**src/rtl/game_2048_board_tx.sv**
```systemverilog
// game_2048_board_tx
//   Snapshots the 2048 core's packed board on request and streams it as ASCII
//   text over a byte valid/ready interface, one character per tile.
//   Frame: four rows of "T S T S T S T CR LF", plus an optional trailing CR LF.
//
// Ports
//   clk          system clock, rising edge
//   reset        synchronous active-high reset
//   board_state  tile exponents, tile (r,c) at bits [(r*4+c)*4 +: 4]
//   dump_req     single-cycle request to emit one frame
//   busy         high while a frame is being sent
//   tx_data      current output byte (registered)
//   tx_valid     tx_data valid, held until accepted
//   tx_ready     downstream accepts on tx_valid && tx_ready
//   frame_done   one-cycle pulse after the last byte is accepted
`timescale 1ns/1ps
module game_2048_board_tx #(
    parameter logic [7:0] ZERO_CHAR  = 8'h2E,
    parameter logic [7:0] SEP_CHAR   = 8'h20,
    parameter bit         BLANK_LINE = 1'b1
) (
    input  logic        clk,
    input  logic        reset,
    input  logic [63:0] board_state,
    input  logic        dump_req,
    output logic        busy,
    output logic [7:0]  tx_data,
    output logic        tx_valid,
    input  logic        tx_ready,
    output logic        frame_done
);
    localparam logic [7:0] CR = 8'h0D;
    localparam logic [7:0] LF = 8'h0A;

    typedef enum logic [1:0] {IDLE, SEND, DONE} state_t;

    state_t      state, state_nxt;
    logic [63:0] snap;
    // Row 4 is the trailing blank line; pos is the position within a row (0..8).
    logic [2:0]  row, row_nxt;
    logic [3:0]  pos, pos_nxt;
    logic        pending;
    logic        last_byte;
    logic        accept;
    logic        start_frame;

    function automatic logic [7:0] tile_char(input logic [3:0] e);
        logic [7:0] ch;
        if (e == 4'd0)
            ch = ZERO_CHAR;
        else if (e < 4'd10)
            ch = 8'h30 + {4'h0, e};
        else
            ch = 8'h37 + {4'h0, e};   // 'A' + (e - 10)
        return ch;
    endfunction

    function automatic logic [7:0] byte_at(input logic [63:0] b,
                                           input logic [2:0]  r,
                                           input logic [3:0]  p);
        logic [3:0] tile;
        logic [7:0] ch;
        // Tiles sit at even positions 0,2,4,6 -> column is p/2.
        tile = {r[1:0], p[2:1]};
        if (r[2])
            ch = (p == 4'd0) ? CR : LF;
        else if (p == 4'd7)
            ch = CR;
        else if (p == 4'd8)
            ch = LF;
        else if (p[0])
            ch = SEP_CHAR;
        else
            ch = tile_char(b[{tile, 2'b00} +: 4]);
        return ch;
    endfunction

    assign last_byte   = BLANK_LINE ? (row == 3'd4 && pos == 4'd1)
                                    : (row == 3'd3 && pos == 4'd8);
    assign accept      = (state == SEND) && tx_ready;
    assign start_frame = ((state == IDLE) && dump_req) ||
                         ((state == DONE) && (pending || dump_req));

    always_comb begin
        row_nxt = row;
        pos_nxt = pos + 4'd1;
        if (pos == 4'd8) begin
            pos_nxt = 4'd0;
            row_nxt = row + 3'd1;
        end
    end

    // State register
    always_ff @(posedge clk) begin
        if (reset)
            state <= IDLE;
        else
            state <= state_nxt;
    end

    // Next-state logic
    always_comb begin
        state_nxt = state;
        case (state)
            IDLE:    if (dump_req) state_nxt = SEND;
            SEND:    if (accept && last_byte) state_nxt = DONE;
            DONE:    state_nxt = (pending || dump_req) ? SEND : IDLE;
            default: state_nxt = IDLE;
        endcase
    end

    // Outputs decoded from state
    always_comb begin
        busy       = (state == SEND);
        tx_valid   = (state == SEND);
        frame_done = (state == DONE);
    end

    // Snapshot, byte counters, output byte register and pending request
    always_ff @(posedge clk) begin
        if (reset) begin
            snap    <= '0;
            row     <= '0;
            pos     <= '0;
            tx_data <= '0;
            pending <= 1'b0;
        end else begin
            if (start_frame) begin
                snap    <= board_state;
                row     <= '0;
                pos     <= '0;
                tx_data <= byte_at(board_state, 3'd0, 4'd0);
            end else if (accept && !last_byte) begin
                row     <= row_nxt;
                pos     <= pos_nxt;
                tx_data <= byte_at(snap, row_nxt, pos_nxt);
            end
            // A request seen in DONE starts the next frame directly, so the
            // flag is always consumed on leaving DONE.
            if (state == DONE)
                pending <= 1'b0;
            else if (state == SEND && dump_req)
                pending <= 1'b1;
        end
    end
endmodule
```
**config.mk**
```make
export PLATFORM = sky130hd
export DESIGN_NAME = game_2048_board_tx
export DESIGN_NICKNAME = d
export VERILOG_FILES = /design/src/rtl/game_2048_board_tx.sv
export SDC_FILE = /design/constraint.sdc
export NUM_CORES = 1
export LEC_CHECK = 0
export CAP_MARGIN = 5
export CORE_MARGIN = 1.5
export CORE_UTILIZATION = 40
export DETAILED_ROUTE_END_ITERATION = 8
export PLACE_DENSITY = 0.67
export SLEW_MARGIN = 20
export SYNTH_ARGS = -nofsm -noshare
export SYNTH_HDL_FRONTEND = slang
export SYNTH_SLANG_ARGS = --single-unit
```
**constraint.sdc**
```tcl
create_clock -name clk -period 3.6 [get_ports clk]
set_clock_uncertainty 0.2 [all_clocks]
set_input_delay 0.9 -clock clk [delete_from_list [all_inputs] [get_ports clk]]
set_output_delay 0.9 -clock clk [all_outputs]
set_load 0.03 [all_outputs]
```
==> impl_metrics.sql <==
INSERT INTO impl_metrics (metric_group, metric, value, unit) VALUES
('timing', 'finalSetupViolations', '0', ''),
('cts', 'cts_root_buf', 'clkbuf_8', ''),
('layout', 'mostFrequentLayoutCells', 'nand2_1 (150), a21oi_1 (79), dfxtp_1 (79)', ''),
('worst_setup_path', 'worst-r2r-cell-count', '13', ''),
('detailed_routing', 'detail_route.wl_per_cell', '14.7', 'um'),
('timing', 'worst_slew_pin_slew', '0.662', 'ns'),
('placement', 'pre_cts_ws', '0.0467', 'ns'),
('global_route', 'grt_pass1_vias', '3636', ''),
('layout', 'antenna_diode_count', '0', ''),
('worst_setup_path', 'worst_ep_required_time', '3.70', 'ns'),
('synth', 'ys_top_cells_by_area', 'dfxtp_1 (40%), nand2_1 (14%), a21oi_1 (9.8%)', ''),
('detailed_routing', 'drt-total-wl', '10.3', 'mm'),
('synth', 'average_cell_area_after_synthesis', '8.18', 'um^2'),
('synth', 'ys.warnings.count', '0', ''),
('hold_path', 'hold-path-cell-count', '2', ''),
('synth', 'asyncSetResetFlopFracSynth', '0', '%'),
('floorplanning', 'die_w', '104', 'um'),
('timing', 'slew_headroom', '55.5', '%'),
('cts', 'cts_made_buffers', '9', ''),
('detailed_routing', 'route.detailed.drc', '0', ''),
('hold_path', 'hp-class', 'flop to flop', ''),
('synth', 'compound_gate_portion_of_the_synthesized_area', '19.9', '%'),
('job', 'max-cap-violations', '0', ''),
('layout', 'drive_gt1_share', '11.4', '%'),
('detailed_routing', 'routed-via-count', '3665', ''),
('timing', 'postLayoutSetupSlackWorst', '0.183', 'ns'),
('cts', 'cts.htree.levels', '3', ''),
('worst_setup_path', 'worstPathMaxFanout', '16', ''),
('synth', 'synth_area_leader_cell', 'dfxtp_1', ''),
('synth', 'ys_dominant_reg_cell', 'dfxtp_1', ''),
('placement', 'dpl-instance-area', '0.00497', 'mm^2'),
('timing', 'final_period_minus_worst_setup_slack', '3.42', 'ns'),
('floorplanning', 'placement_rows', '36', ''),
('timing', 'report.final.slew_viol_count', '0', ''),
('global_route', 'globalRoute.totalOverflow', '0', ''),
('detailed_routing', 'avgViaCountPerCell', '5.23', ''),
('synth', 'synth_simple_gate_area_share', '21.5', '%'),
('pwr', 'ir_drop', '0.174', 'mV'),
('synth', 'netlist_instances', '494', ''),
('detailed_routing', 'drt_pre_antenna_iters', '4', ''),
('pwr', 'power.density_cell_area', '383', 'mW/mm^2'),
('cts', 'clock_latency', '0.35', 'ns'),
('placement', 'detailed_placement_hpwl', '7.55', 'mm'),
('outcome', 'outcome', 'complete, no violations', ''),
('floorplanning', 'initial_cell_density_of_the_core', '41.3', '%'),
('detailed_routing', 'initialDrtViolationCount', '180', ''),
('placement', 'gp_congestion', '0.824', ''),
('timing', 'period_share', '94.9', '%'),
('detailed_routing', 'antenna_left', '0', ''),
('timing', 'hold_slack', '0.256', 'ns'),
('synth', 'synth_fp_nets', '570', ''),
('synth', 'synthAdderAreaFrac', '2.48', '%'),
('synth', 'synth-edff-count', '0', ''),
('cts', 'cts_buffer_depth', '2', ''),
('timing', 'setup_total_negative_slack', '0', 'ns'),
('synth', 'synthDistinctLibCells', '53', ''),
('floorplanning', 'ios', '79', ''),
('pwr', 'cellLeakagePower', '1.87', 'nW'),
('cts', 'cts.reportedPaths.clkPinSlew', '0.08', 'ns'),
('timing', 'rsz_0062_raised_after_global_routing', 'no', ''),
('synth', 'synth.ff_latch_count', '81', ''),
('worst_setup_path', 'critical_path.startpoint_type', 'flop', ''),
('layout', 'fin_area', '0.00518', 'mm^2'),
('synth', 'synth_area_in_xor_xnor', '1.30', '%'),
('layout', 'areaGrowthSynthToFinish', '28.2', '%'),
('synth', 'sequential_element_share_of_the_synthesized_area', '40.1', '%'),
('worst_setup_path', 'timing.critical_path.arrival', '3.51', 'ns'),
('synth', 'syn_area', '0.00404', 'mm^2'),
('placement', 'port-buffer-count', '77', ''),
('synth', 'dominant_combinational_cell_family_by_area_after_synthesis', 'simple AND/OR/NAND/NOR gates', ''),
('layout', 'fin_nets', '640', '');
[synth_stat cells, types with 3 or more instances]
| cell | instances |
|---|---|
| nor2_1 | 22 |
| xnor2_1 | 5 |
| a31oi_1 | 5 |
| a211oi_1 | 3 |
| nand3_1 | 4 |
| o21ai_0 | 11 |
| nor3b_1 | 3 |
| nand2_1 | 150 |
| a221oi_1 | 10 |
| nor2b_1 | 5 |
| a21oi_1 | 79 |
| buf_4 | 4 |
| clkbuf_1 | 26 |
| o22ai_1 | 4 |
| dfxtp_1 | 81 |
| inv_1 | 10 |
| mux4_2 | 17 |
| ha_1 | 8 |
[per-layer routing]
layer	GRT usage, %	vias up	part of all wire, %	routed length (um)
met1	26.0	1698	46	4800
met2	32.3	98	47	4820
met5	0	-	0	0
met4	8.04	0	1.9	195
li1	-	1855	-	-
met3	3.21	14	4.9	504
[where the power goes]
part / internal [mW] / switching [mW]
Clock: 0.303 / 0.315
Sequential: 0.949 / 0.0325
Combinational: 0.185 / 0.201
[per-stage QoR]
stage / instances / util, %
3_5_place_dp: 684 / 50.8
2_1_floorplan: 494 / -
3_3_place_gp: 684 / 50.8
4_1_cts: 699 / 52.7
6_report: 701 / 53.0
5_1_grt: 701 / 53.0
[area by class of cell]
class | instances | area (um^2)
Fill cell | 945 | 4590
Timing Repair Buffer | 93 | 911
Multi-Input combinational cell | 369 | 2260
Sequential cell | 81 | 1630
Clock inverter | 2 | 12.5
Tap cell | 133 | 166
Clock buffer | 13 | 169
Inverter | 10 | 37.5
[cells by family after synthesis]
family / Yosys count
AOI/OAI and AO/OA: 130
xor gates and xnor gates: 6
adders and majority gates: 8
buffers and inverters: 44
DFF: 81
muxes: 19
other: 1
and+or+nand+nor: 205
[registers in the layout, summed over array words and instances, names as in the netlist]
register  count
state         2
pending       1
snap         64
pos           4
tx_data       7
row           3
[path summary, 6_finish.rpt]
check / from / endpoint / slack (ns)
worst max register to register: pos[0] / tx_data[3] / 0.18
worst min register to register: snap[9] / snap[9] / 0.26
worst min-delay path: snap[9] / snap[9] / 0.26
worst max-delay path: pos[0] / tx_data[3] / 0.18
[critical path, cell delays in order, from the launching register on]
cell      delay, ns
dfxtp_4        0.40
inv_1          0.07
ha_1           0.22
and2_2         0.23
o21ai_4        0.17
buf_12         0.17
mux4_2         0.31
mux4_2         0.51
inv_1          0.09
ha_1           0.18
inv_1          0.10
mux2_4         0.28
o311ai_2       0.22
o2111a_1       0.21
[timing repair]
action,4_1_cts,5_1_grt
resized for setup,0,5
endpoints found under the setup margin,0,3
setup buffers,0,2
Power figures use the tool's default switching activity.
